===== config.mk =====
export PLATFORM = sky130hd
export DESIGN_NAME = fetch_unit
export DESIGN_NICKNAME = d
export VERILOG_FILES = /design/src/rtl/fetch_unit.sv
export SDC_FILE = /design/constraint.sdc
export NUM_CORES = 1
export LEC_CHECK = 0
export ABC_CLOCK_PERIOD_IN_PS = 2500
export BUFFER_PORTS_ARGS = -buffer_cell sky130_fd_sc_hd__buf_2
export CAP_MARGIN = 10
export CORE_UTILIZATION = 30
export CTS_CLUSTER_DIAMETER = 150
export DETAILED_ROUTE_END_ITERATION = 8
export SYNTH_ARGS = -nofsm -noshare
export SYNTH_HDL_FRONTEND = slang
export SYNTH_SLANG_ARGS = --single-unit

===== constraint.sdc =====
create_clock -name clk -period 2.5 [get_ports clk]
set_clock_uncertainty 0.05 [all_clocks]
set_input_delay 0.125 -clock clk [delete_from_list [all_inputs] [get_ports clk]]
set_output_delay 0.125 -clock clk [all_outputs]
set_load 0.02 [all_outputs]

===== src/rtl/fetch_unit.sv =====
// Instruction-fetch stage: owns the PC, samples combinational imem and registers instr/pc for decode.
// Optional FETCH_PERF_COUNTERS_EN adds fetch_count/stall_count outputs.
module fetch_unit #(
  parameter logic [63:0] RESET_PC       = 64'h0,
  parameter bit          START_ON_RESET = 1'b1
) (
  input  logic        clk,
  input  logic        rst,
  output logic [63:0] pc,
  input  logic [31:0] instr,
  input  logic        start,
  input  logic        halt,
  input  logic        redirect_valid,
  input  logic [63:0] redirect_pc,
  output logic        out_valid,
  input  logic        out_ready,
  output logic [31:0] out_instr,
  output logic [63:0] out_pc,
  output logic [1:0]  state
`ifdef FETCH_PERF_COUNTERS_EN
  ,
  output logic [63:0] fetch_count,
  output logic [63:0] stall_count
`endif
);

  // Handshake: decode takes the IF/ID word on any edge where out_valid && out_ready.
  // out_instr/out_pc never change while out_valid && !out_ready.

  typedef enum logic [1:0] {
    ST_IDLE   = 2'b00,
    ST_RUN    = 2'b01,
    ST_HALTED = 2'b10
  } state_t;

  state_t state_q;
  state_t state_d;

  logic [63:0] pc_reg;
  logic        accept;
  logic        can_load;
  logic        flush;
  logic        capture;
  logic        clear_valid;

  assign accept   = out_valid && out_ready;
  assign can_load = !out_valid || out_ready;
  assign pc       = pc_reg;
  assign state    = state_q;

  // State register
  always_ff @(posedge clk) begin
    if (rst) begin
      state_q <= START_ON_RESET ? ST_RUN : ST_IDLE;
    end else begin
      state_q <= state_d;
    end
  end

  // Next state: a redirect freezes the state; start beats halt outside RUN.
  always_comb begin
    state_d = state_q;
    if (!redirect_valid) begin
      unique case (state_q)
        ST_RUN: begin
          if (halt) state_d = ST_HALTED;
        end
        ST_IDLE, ST_HALTED: begin
          if (start) state_d = ST_RUN;
        end
        default: state_d = state_q;
      endcase
    end
  end

  // Output/control decode for the datapath registers
  always_comb begin
    flush       = 1'b0;
    capture     = 1'b0;
    clear_valid = 1'b0;
    if (redirect_valid) begin
      flush = 1'b1;
    end else begin
      unique case (state_q)
        ST_RUN: begin
          if (halt) begin
            clear_valid = accept;
          end else if (can_load) begin
            capture = 1'b1;
          end
        end
        default: clear_valid = accept;
      endcase
    end
  end

  // PC and IF/ID register
  always_ff @(posedge clk) begin
    if (rst) begin
      pc_reg    <= RESET_PC;
      out_valid <= 1'b0;
      out_instr <= 32'h0;
      out_pc    <= 64'h0;
    end else if (flush) begin
      out_valid <= 1'b0;
      pc_reg    <= redirect_pc & ~64'h3;
    end else if (capture) begin
      out_valid <= 1'b1;
      out_instr <= instr;
      out_pc    <= pc_reg;
      pc_reg    <= pc_reg + 64'd4;
    end else if (clear_valid) begin
      out_valid <= 1'b0;
    end
  end

`ifdef FETCH_PERF_COUNTERS_EN
  // A word handed over in the same cycle as a redirect is discarded, so it is not counted.
  always_ff @(posedge clk) begin
    if (rst) begin
      fetch_count <= 64'h0;
      stall_count <= 64'h0;
    end else begin
      if (accept && !redirect_valid) fetch_count <= fetch_count + 64'd1;
      if (state_q == ST_RUN && out_valid && !out_ready) stall_count <= stall_count + 64'd1;
    end
  end
`endif

endmodule


==> After elaboration in Yosys (flattened, before gate mapping) <==
Cells that the tools add are included.
{ "totals": {"word_cells": 39, "input_bits": 102, "output_inout_bits": 163, "latch_bits": 0, "ramBits": 0, "regBits": 163, "rom_bits": 0, "mem_count": 0} }
{ "classes": {"n_reduce_logical": 11, "add_sub_neg": 1, "n_div": 0, "n_mul": 0, "shift": 0, "order_cmp": 0, "mux": 15, "bitwise": 2, "n_eq_ne": 4} }
{ "ops": {"columns": ["cell", "count"], "rows": [
  ["64-bit 2-to-1 mux", 2],
  ["64-bit by 3-bit adder with 64-bit output (second input constant)", 1],
  ["1-bit 2-to-1 mux", 10],
  ["2-bit nonzero test", 3],
  ["2-bit 2-to-1 mux", 2],
  ["2-bit inequality test (second input constant)", 2],
  ["2-bit one-hot mux with 2 select lines", 1],
  ["4-bit AND reduction", 1],
  ["2-bit OR reduction", 2],
  ["2-bit by 1-bit equality test with 1-bit output (second input constant)", 1],
  ["2-bit equality test (second input constant)", 1],
  ["2-bit logical NOT", 1],
  ["1-bit inverter", 2],
  ["2-bit AND reduction", 1],
  ["1-bit logical AND", 1],
  ["1-bit logical NOT", 1],
  ["1-bit logical OR", 1]
]} }

==> Logic depth before layout (Yosys ltp) <==
Gate-level depths: netlist of run 1.
{ "logic_depth": {"word_depth": 8, "ltp_mapped": 8, "depth_no_buf": 6} }

==> Worst setup path after synthesis of run 1 <==
No wires, ideal clock.
{ "synth_path": {"path_type": "flip-flop to flip-flop", "startpoint": "register pc_reg[2], in the netlist pc[2]", "endpoint": "register pc_reg[50], in the netlist pc[50]", "required_ns": 2.359, "n_path_buf": 1, "setup_ns": 0.091, "path_slack_ns": 0.085, "t_arrival_ns": 2.275, "period_less_slack_ns": 2.415, "stages_incl_launch_ff": 8, "path_cell_list": "dfxtp_1 -> ha_1 -> nand4_1 -> nor4_2 -> nand4_1 -> buf_2 -> or4_1 -> a311oi_1"} }
{ "synth_between": {"elab_chain_cells": 3} }
{ "synth_lines": {"columns": ["item", "line", "source"], "rows": [
  ["start, declared", "39", "logic [63:0] pc_reg;"],
  ["start signal, assigned", "106", "pc_reg <= redirect_pc & ~64'h3;"],
  ["start signal, assigned", "111", "pc_reg <= pc_reg + 64'd4;"],
  ["64-bit by 3-bit adder with 64-bit output", "111", null],
  ["64-bit 2-to-1 mux", "107", "end else if (capture) begin"],
  ["64-bit 2-to-1 mux", "104", "end else if (flush) begin"]
]} }
No other way between the ends. The select of a mux whose other input is x is not followed.
A chain may end at the register's enable or synchronous reset.

==> Worst setup path after layout of run 1 <==
{ "layout_path": {"startpoint": "register pc_reg[2], in the netlist pc[2]", "endpoint": "register pc_reg[32], in the netlist pc[32]"} }
The elaborated chain is that of the path after synthesis.

==> impl_metrics.yaml, run 1 <==
cts:
  clkSinkCount: 159
  path_clk_slew_ns: 0.07
  clockBufferDepth: 2
  cts_htree_levels: 4
  root_buffer: "clkbuf_16"
  clk_latency_ns: 0.44
  post-cts-setup-buffers: 0
  cts_made_buffers: 17
  cts_tree: "built"
synthesis:
  yosysSeqAreaShare_pct: 42.78
  ys_types: 64
  synthFlopType: "dfxtp_1"
  synth_top_family_by_area: "simple AND/OR/NAND/NOR gates"
  synth_compound_area_share_pct: 14.76
  syn_area_mm2: 0.007441
  synth_edf_count: 0
  yosys.area_share.xor_xnor_pct: 4.002
  synth-seq-cells: 159
  synth.area.mux_share_pct: 1.076
  async_flop_share_pct: 0
  synthCells: 942
  synth_fa_ha_area_share_pct: 0.1682
  synth_simple_gate_area_share_pct: 31.90
  syn_avg_cell_area_um2: 7.899
  ys_warn_count: 0
placement:
  portBuffers: 258
  placed_area_mm2: 0.009280
  finalWeightedCongestion: 0.8244
  dp_hpwl_mm: 17.81
floorplanning:
  die_w_um: 159.5
  die_h_um: 159.5
  dieArea_mm2: 0.02544
  start_util_pct: 30.60
  ioPinCount: 265
  core.rowCount: 57
  core_mm2: 0.02432
sta:
  fin_crit_ns: 2.344
  max_slew_margin_pct: 54.56
  slew_viol_final: 0
  holdWs_ns: 0.03346
  rsz0062_at_grt: "no"
  finalSetupTns_ns: 0
  hold_viol_final: 0
  worst_pin_slew_ns: 0.6816
  fmax_ghz: 0.4267
  fin_crit_sh_pct: 93.75
  finalSetupViolCount: 0
finish:
  nFillCells: 2474
  mostFrequentLayoutCells: "buf_2, nand2_1, dfxtp_1"
  area_growth_pct: 45.62
  fin_area_mm2: 0.01084
  nNetsFinal: 1402
  fin_util_pct: 44.55
  mostFrequentLayoutCell: "buf_2"
  final_layout_size_suffix_gt1_share_pct: 29.57
global_routing:
  antenna_found_initial: 2
  grt_max_degree: 95
  grt_overflow_total: 0
  grt_pass1_wl_mm: 41.75
  grt_usage_pct: 20.44
  grt_pass1_vias: 7812
setup_path:
  path_max_fanout: 4
  worstSetupEndpointType: "flop"
  cp.required_ns: 2.78
  cp.arrival_ns: 2.62
  cp-start-kind: "flop"
  path_class: "flop to flop"
power_and_ir_drop:
  leakage_nw: 4.475
  ir_drop_uv: 349.0
  power.density_mw_per_mm2: 603.0
  total_power_w: 0.006533
drt:
  wl_mm: 26.14
  avgViaCountPerCell: 4.958
  ant_nets: 0
  drt-wirelength-per-cell_um: 15.96
  vias: 8122
  firstDrtPassIters: 6
  drtIter0Drc: 565
  drc: 0
hold_path:
  hp-class: "primary input to flop"
run_status:
  status: "finished, final reports clean"
run:
  maxCapViolCount: 0
## metal layers
layer	vias to the layer above	wire, µm	track usage (%)	part of all wire (%)
met5	-	0	0	0
met3	21	1497	4.194	5.7
met2	248	12590	34.48	48
met4	0	276	5.594	1.1
met1	3812	11780	26.32	45
li1	4041	-	-	-
## worst max-delay path, stage by stage (launching register included)
cell and delay (ns):
dfxtp_1 0.33, ha_1 0.19, nand4_1 0.23, buf_4 0.24
nor4_2 0.29, buf_4 0.17, nand2_1 0.09, or4b_1 0.53
o2111a_1 0.13
## synthesized netlist by cell type (2+ instances only)
| library cell | n | share of area [%] |
|---|---|---|
| nand2b_1 | 2 | 0.17 |
| clkbuf_8 | 2 | 0.37 |
| nand3_1 | 30 | 2.0 |
| buf_4 | 6 | 0.61 |
| a31oi_1 | 5 | 0.42 |
| a211oi_1 | 31 | 3.1 |
| o21ai_0 | 13 | 0.87 |
| o211ai_1 | 8 | 0.81 |
| mux2i_1 | 8 | 1.1 |
| and2_1 | 4 | 0.34 |
| inv_1 | 6 | 0.30 |
| nor3_1 | 11 | 0.74 |
| nor2_1 | 54 | 2.7 |
| nand2_1 | 245 | 12 |
| or4_1 | 9 | 0.91 |
| a311oi_1 | 7 | 0.82 |
| nor4_1 | 22 | 1.8 |
| nand4_4 | 2 | 0.57 |
| buf_2 | 9 | 0.61 |
| or3_1 | 6 | 0.50 |
| or2_2 | 3 | 0.25 |
| and3_1 | 7 | 0.59 |
| buf_6 | 3 | 0.45 |
| and3_2 | 4 | 0.40 |
| nor4_2 | 8 | 1.3 |
| nor3b_1 | 4 | 0.40 |
| xnor2_1 | 19 | 2.2 |
| clkbuf_1 | 44 | 2.2 |
| nor2b_1 | 4 | 0.34 |
| xor2_1 | 15 | 1.8 |
| nand4_1 | 35 | 2.9 |
| dfxtp_1 | 159 | 43 |
| buf_1 | 6 | 0.30 |
| a21oi_1 | 107 | 7.2 |
| and4_1 | 7 | 0.82 |
| o31ai_1 | 4 | 0.40 |
| and4_2 | 6 | 0.81 |
## path summary, 6_finish.rpt
| path | start | endpoint | slack, ns | cells past startpoint |
|---|---|---|---|---|
| min | redirect_pc[62] | pc[62]$_SDFFE_PP0P_ | 0.03 | 3 |
| max | pc[2]$_SDFFE_PP0P_ | pc[32]$_SDFFE_PP0P_ | 0.16 | 8 |
| max reg2reg | pc[2]$_SDFFE_PP0P_ | pc[32]$_SDFFE_PP0P_ | 0.16 | 8 |
| min reg2reg | out_pc[61]$_SDFFE_PP0P_ | out_pc[61]$_SDFFE_PP0P_ | 0.40 | 2 |
## cell type report
| type | count | area (µm²) | share of cell area, % |
|---|---|---|---|
| Multi-Input combinational cell | 706 | 3930 | 36.27 |
| Sequential cell | 159 | 3184 | 29.39 |
| Timing Repair Buffer | 408 | 2685 | 24.78 |
| Clock buffer | 17 | 425.4 | 3.926 |
| Tap cell | 324 | 405.4 | 3.741 |
| Clock inverter | 15 | 173.9 | 1.605 |
| Inverter | 7 | 26.28 | 0.2425 |
| Antenna cell | 2 | 5.005 | 0.04619 |
## logic make-up (layout without fill, tap and decap cells)
kind of cell / count (synthesis) / after routing
buf+inv: 80 / 447
simple gates: 475 / 475
compound gates: 184 / 184
mux: 8 / 8
fa+ha+maj: 1 / 1
xor+xnor: 34 / 34
flops: 159 / 159
other cells: 1 / 6
## through the flow
stage	instances	worst slack, ns
after floorplan	945	0.08452
after global placement	1513	0.1749
after detailed placement	1513	0.1367
after CTS	1636	0.1267
after global routing	1637	0.01106
final	1638	0.1562
## repair_timing
action                                  4_1_cts  5_1_grt
gates resized for setup                       0        8
hold endpoints to repair                     91        0
hold buffers                                 91        0
endpoints found under the setup margin        0        6
## power breakdown
| group | internal [W] | switching (W) | total [W] |
|---|---|---|---|
| Clock | 0.00150 | 0.00122 | 0.00273 |
| Combinational | 0.000421 | 0.000594 | 0.00102 |
| Sequential | 0.00266 | 0.000131 | 0.00279 |
Power figures use the tool's default switching activity.
==> run 2, diff against run 1 <==
--- a/config.mk
+++ b/config.mk
@@ -11,6 +11,7 @@
 export CORE_UTILIZATION = 30
 export CTS_CLUSTER_DIAMETER = 150
 export DETAILED_ROUTE_END_ITERATION = 8
+export PLACE_DENSITY = 0.62
 export SYNTH_ARGS = -nofsm -noshare
 export SYNTH_HDL_FRONTEND = slang
 export SYNTH_SLANG_ARGS = --single-unit
==> run 2 against run 1 <==
Clock-buffer cell count increased by 3; hold slack lost 0.012 ns; largest cell class unchanged; design area shrank 0.25%; core utilization shrank 0.11 points; flip-flop and latch count stayed put; combinational power about the same; worst setup slack worse by 0.056 ns; register-to-register slack worse by 0.06 ns; die area is the same.
==> impl_metrics.yaml, run 2 (synthesized netlist as in run 1, its figures left out) <==
placement:
  finalWeightedCongestion: 0.8233
  portBuffers: 258
  dp_hpwl_mm: 18.29
  dp_slack_ns: 0.02982
floorplanning:
  ioPinCount: 265
  dieArea_mm2: 0.02544
  start_util_pct: 30.60
  die_h_um: 159.5
  core_mm2: 0.02432
  core.rowCount: 57
  die_w_um: 159.5
global_routing:
  grt_overflow_total: 0
  grt_usage_pct: 20.78
  grt_max_degree: 60
  grt_pass1_wl_mm: 42.55
  antenna_found_initial: 2
  grt_pass1_vias: 8027
sta:
  worst_pin_slew_ns: 0.6964
  rsz0062_at_grt: "yes"
  holdWs_ns: 0.02185
  max_slew_margin_pct: 53.58
  slew_viol_final: 0
  fin_crit_sh_pct: 95.99
  hold_viol_final: 0
  finalSetupViolCount: 0
  fin_crit_ns: 2.400
  fmax_ghz: 0.4167
  finalWorstSetupSlack_ns: 0.1002
cts:
  clk_latency_ns: 0.43
  clockBufferDepth: 2
  cts_made_buffers: 17
  cts_htree_levels: 4
  cts_tree: "built"
  path_clk_slew_ns: 0.07
  clkSinkCount: 159
  root_buffer: "clkbuf_16"
drt:
  drc: 0
  ant_nets: 0
  top_layer: "met4"
  firstDrtPassIters: 4
  drtIter0Drc: 605
  vias: 8255
  dr_wl_met3_mm: 1.549
  avgViaCountPerCell: 5.034
  wl_met2_mm: 12.65
  wl_mm: 26.40
  drt-wirelength-per-cell_um: 16.10
  drt-met1-wl_mm: 11.74
power_and_ir_drop:
  clockPowerShare_pct: 41.9
  leakage_nw: 4.472
  power.density_mw_per_mm2: 606.7
  sequentialPowerShare_pct: 42.6
  total_power_w: 0.006557
  pwr-share-comb_pct: 15.4
  p_sw_w: 0.001849
  swShare_pct: 28.20
  ir_drop_uv: 392.6
  p_int_w: 0.004708
setup_path:
  cp.required_ns: 2.79
  r2r_setup_slack_ns: 0.10
  path_class: "flop to flop"
  reg2reg_from: "state[0]$_SDFFE_PP1P_"
  cp-start-kind: "flop"
  reg2regPathDepth: 6
  cp.arrival_ns: 2.69
  worstReg2RegEnd: "pc[54]$_SDFFE_PP0P_"
  path_max_fanout: 11
  critPathLaunch: "state[0]$_SDFFE_PP1P_"
  worstSetupEndpointType: "flop"
  worstSetupEndpoint: "pc[54]$_SDFFE_PP0P_"
finish:
  mostFrequentLayoutCells: "buf_2, nand2_1, dfxtp_1"
  nNetsFinal: 1404
  area_growth_pct: 45.25
  mostFrequentLayoutCell: "buf_2"
  final_layout_size_suffix_gt1_share_pct: 29.22
  nFillCells: 2481
run_status:
  status: "finished, final reports clean"
run:
  maxCapViolCount: 0
hold_path:
  hp-class: "primary input to flop"
## run 2: changes by cell type in the layout (fill, tap and decap cells not counted), sizes merged
cell,before,now
clkinv,4,7
clkinvlp,2,0
dlygate4sd3,91,92
bufinv,2,3
clkbuf,17,20
buf,317,318
inv,14,9
## run 2: cell type report
class	instances	area (µm²)	share of cell area (%)
Clock inverter	12	157.7	1.459
Timing Repair Buffer	410	2665	24.66
Inverter	7	26.28	0.2431
Clock buffer	20	456.7	4.226
Tap cell	324	405.4	3.751
Sequential cell	159	3183	29.45
Antenna cell	2	5.005	0.04631
Multi-Input combinational cell	706	3909	36.17
## run 2: repair_timing
item / 4_1_cts / 5_1_grt
endpoints found under the hold margin: 93 / 0
resized for setup: 0 / 4
endpoints found under the setup margin: 0 / 9
setup buffers: 0 / 2
hold buffers: 92 / 0
## run 2: worst min path at each step
stage | endpoint | depth (start not counted) | startpoint | slack [ns]
floorplan | out_instr[0]$_SDFFE_PP0P_ | 2 | instr[0] | 0.21
global placement | pc[51]$_SDFFE_PP0P_ | 2 | redirect_pc[51] | 0.30
detailed placement | pc[51]$_SDFFE_PP0P_ | 2 | redirect_pc[51] | 0.31
CTS | pc[63]$_SDFFE_PP0P_ | 3 | redirect_pc[63] | 0.007
global route | pc[40]$_SDFFE_PP0P_ | 3 | redirect_pc[40] | 0.03
finish | pc[40]$_SDFFE_PP0P_ | 3 | redirect_pc[40] | 0.02
## run 2: metal layers
metal	global-route usage [%]	vias up
met3	4.142	29
met1	26.58	3929
met5	0	-
met4	6.774	0
met2	34.84	266
li1	-	4031
## run 2: worst max-delay path, stage by stage (launching register included)
cell and delay [ns]:
dfxtp_1 0.40, or3b_1 0.48, nor3_1 0.29, nand4_1 0.12
buf_4 0.20, or4_1 0.51, a311oi_2 0.26
## run 2: power by group through the flow
stage | Combinational (W) | Clock [W] | Sequential [W]
after floorplan | 0.000361 | 0 | 0.00299
after global placement | 0.000884 | 0 | 0.00284
after detailed placement | 0.000892 | 0 | 0.00285
after CTS | 0.00101 | 0.00282 | 0.00279
after global routing | 0.00110 | 0.00292 | 0.00282
final | 0.00101 | 0.00275 | 0.00279
## run 2: stage by stage
step / std cells / cell area (µm²) / util, % / setup TNS [ns]
final: 1640 / 10810 / 44.44 / 0
after global routing: 1640 / 10810 / 44.44 / -0.03263
after CTS: 1636 / 10770 / 44.29 / 0
after detailed placement: 1512 / 9235 / 37.97 / 0
after global placement: 1512 / 9235 / 37.97 / 0
after floorplan: 945 / 7452 / - / 0
==> run 3, diff against run 2 <==
--- a/config.mk
+++ b/config.mk
@@ -5,13 +5,12 @@
 export SDC_FILE = /design/constraint.sdc
 export NUM_CORES = 1
 export LEC_CHECK = 0
-export ABC_CLOCK_PERIOD_IN_PS = 2500
+export ABC_CLOCK_PERIOD_IN_PS = 2900
 export BUFFER_PORTS_ARGS = -buffer_cell sky130_fd_sc_hd__buf_2
 export CAP_MARGIN = 10
 export CORE_UTILIZATION = 30
 export CTS_CLUSTER_DIAMETER = 150
 export DETAILED_ROUTE_END_ITERATION = 8
-export PLACE_DENSITY = 0.62
 export SYNTH_ARGS = -nofsm -noshare
 export SYNTH_HDL_FRONTEND = slang
 export SYNTH_SLANG_ARGS = --single-unit
==> constraint.sdc (replaced) <==
create_clock -name clk -period 2.9 [get_ports clk]
set_clock_uncertainty 0.05 [all_clocks]
set_input_delay 0.145 -clock clk [delete_from_list [all_inputs] [get_ports clk]]
set_output_delay 0.145 -clock clk [all_outputs]
set_load 0.02 [all_outputs]
==> run 3 against run 2 <==
Core utilization is 0.83 points lower; fmax is 7.2% lower; hold slack got worse by 0.00092 ns; non-clock buffer count shrank 28; wire length fell by 0.92%; via count fell by 3.2%; die area stayed put; sequential power is 13% lower; register-to-register slack improved by 0.21 ns; design area down 1.9%; flip-flop and latch count did not move; largest cell class unchanged; highest routed layer unchanged.
==> impl_metrics.yaml, run 3 (synthesized netlist as in run 1, its figures left out) <==
run_status:
  status: "finished, final reports clean"
finish:
  mostFrequentLayoutCell: "buf_2"
  fin_util_pct: 43.61
  nFillCells: 2483
  nNetsFinal: 1376
  area_growth_pct: 42.53
  mostFrequentLayoutCells: "buf_2, nand2_1, dfxtp_1"
  fin_area_mm2: 0.01061
  final_layout_size_suffix_gt1_share_pct: 27.60
power_and_ir_drop:
  clockPowerShare_pct: 43.3
  sequentialPowerShare_pct: 42.3
  ir_drop_uv: 290.9
  swShare_pct: 28.71
  total_power_w: 0.005733
  pwr-share-comb_pct: 14.4
  p_sw_w: 0.001646
  power.density_mw_per_mm2: 540.5
  leakage_nw: 4.335
  p_int_w: 0.004086
drt:
  vias: 7993
  avgViaCountPerCell: 4.962
  drc: 0
  drt-met1-wl_mm: 11.78
  dr_wl_met3_mm: 1.365
  drtIter0Drc: 461
  top_layer: "met4"
  drt-wirelength-per-cell_um: 16.23
  firstDrtPassIters: 4
  wl_mm: 26.15
  wl_met2_mm: 12.59
  ant_nets: 0
setup_path:
  reg2reg_from: "pc[3]$_SDFFE_PP0P_"
  path_buf_inv: 1
  worstSetupEndpointType: "flop"
  slowest_stage: "or4b_1"
  cp.arrival_ns: 2.86
  cp.required_ns: 3.17
  critPathLaunch: "pc[3]$_SDFFE_PP0P_"
  path_class: "flop to flop"
  worst-path-stages: 7
  path_max_fanout: 6
  max_stage_delay_ns: 0.53
  path_cells: "ha_1, nand4_1, buf_4, nor4_1, nand2_1, or4b_1, o2111a_1"
  cp-start-kind: "flop"
  crit_family: "simple AND/OR/NAND/NOR gates"
  reg2regPathDepth: 7
floorplanning:
  start_util_pct: 30.60
  die_w_um: 159.5
  die_h_um: 159.5
  core.rowCount: 57
  dieArea_mm2: 0.02544
  core_mm2: 0.02432
  ioPinCount: 265
sta:
  holdWs_ns: 0.02093
  fin_crit_sh_pct: 89.13
  finalSetupTns_ns: 0
  finalSetupViolCount: 0
  hold_viol_final: 0
  fin_crit_ns: 2.585
  rsz0062_at_grt: "no"
  worst_pin_slew_ns: 0.7009
  slew_viol_final: 0
  fmax_ghz: 0.3869
  max_slew_margin_pct: 53.27
global_routing:
  grt_overflow_total: 0
  grt_max_degree: 74
  grt_pass1_wl_mm: 41.23
  antenna_found_initial: 1
  grt_pass1_vias: 7732
  grt_usage_pct: 20.37
placement:
  dp_hpwl_mm: 17.74
  placed_area_mm2: 0.009060
  finalWeightedCongestion: 0.8380
  portBuffers: 258
cts:
  root_buffer: "clkbuf_16"
  cts_made_buffers: 17
  cts_htree_levels: 4
  clockBufferDepth: 2
  clkSinkCount: 159
  path_clk_slew_ns: 0.07
  clk_latency_ns: 0.43
  cts-resized-gates: 0
  cts_tree: "built"
hold_path:
  min_from: "redirect_pc[40]"
  hp-class: "primary input to flop"
  whs_path_depth: 3
run:
  maxCapViolCount: 0
==> run 3: cell types whose count changed in the layout (fill, tap and decap cells not counted), moves of 2 or more <==
cell        before  now
clkinvlp_4       0    2
inv_6            2    5
clkinv_4         4    2
clkbuf_8         2    0
buf_4           61   33
==> run 3: final timing paths <==
check / slack [ns] / endpoint
worst max-delay path: 0.32 / pc[32]$_SDFFE_PP0P_
worst min-delay path: 0.02 / pc[40]$_SDFFE_PP0P_
worst max register to register: 0.32 / pc[32]$_SDFFE_PP0P_
worst min register to register: 0.40 / out_instr[12]$_SDFFE_PP0P_
==> run 3: timing repair <==
item / in CTS / in global routing
setup endpoints to repair: 0 / 0
hold buffers: 91 / 0
endpoints found under the hold margin: 91 / 0
setup buffers: 0 / 0
==> run 3: metrics by stage <==
| step | instances | worst slack, ns |
|---|---|---|
| 3_5_place_dp | 1487 | 0.3402 |
| 3_3_place_gp | 1487 | 0.3662 |
| 6_report | 1611 | 0.3151 |
| 5_1_grt | 1610 | 0.1329 |
| 2_1_floorplan | 945 | 0.4845 |
| 4_1_cts | 1610 | 0.3154 |
==> run 3: power groups by stage <==
stage / logic (W) / clock network (W) / registers, W
after floorplan: 0.000312 / 0 / 0.00258
final: 0.000828 / 0.00248 / 0.00243
after global routing: 0.000898 / 0.00262 / 0.00245
after detailed placement: 0.000727 / 0 / 0.00247
after CTS: 0.000827 / 0.00254 / 0.00242
after global placement: 0.000724 / 0 / 0.00247
==> run 3: worst reg2reg max path: stages, from the launching register on <==
cell	delay, ns
dfxtp_1	0.42
ha_1	0.23
nand4_1	0.22
buf_4	0.23
nor4_1	0.50
nand2_1	0.19
or4b_1	0.53
o2111a_1	0.13
==> run 3: cell type report <==
| class | count | area [µm²] | area share, % |
|---|---|---|---|
| clock buffers | 17 | 425.4 | 4.011 |
| clock inverters | 15 | 206.4 | 1.947 |
| diodes | 1 | 2.502 | 0.02360 |
| inverters | 7 | 26.28 | 0.2478 |
| multi-input cells | 706 | 3891 | 36.69 |
| repair buffers | 382 | 2465 | 23.24 |
| flip-flops and latches | 159 | 3183 | 30.01 |
| well taps | 324 | 405.4 | 3.823 |
==> run 3: per-layer routing <==
layer / vias up / GRT usage (%)
met5: - / 0
met4: 0 / 6.119
met3: 27 / 4.194
met2: 223 / 34.89
met1: 3756 / 25.60
li1: 3987 / -
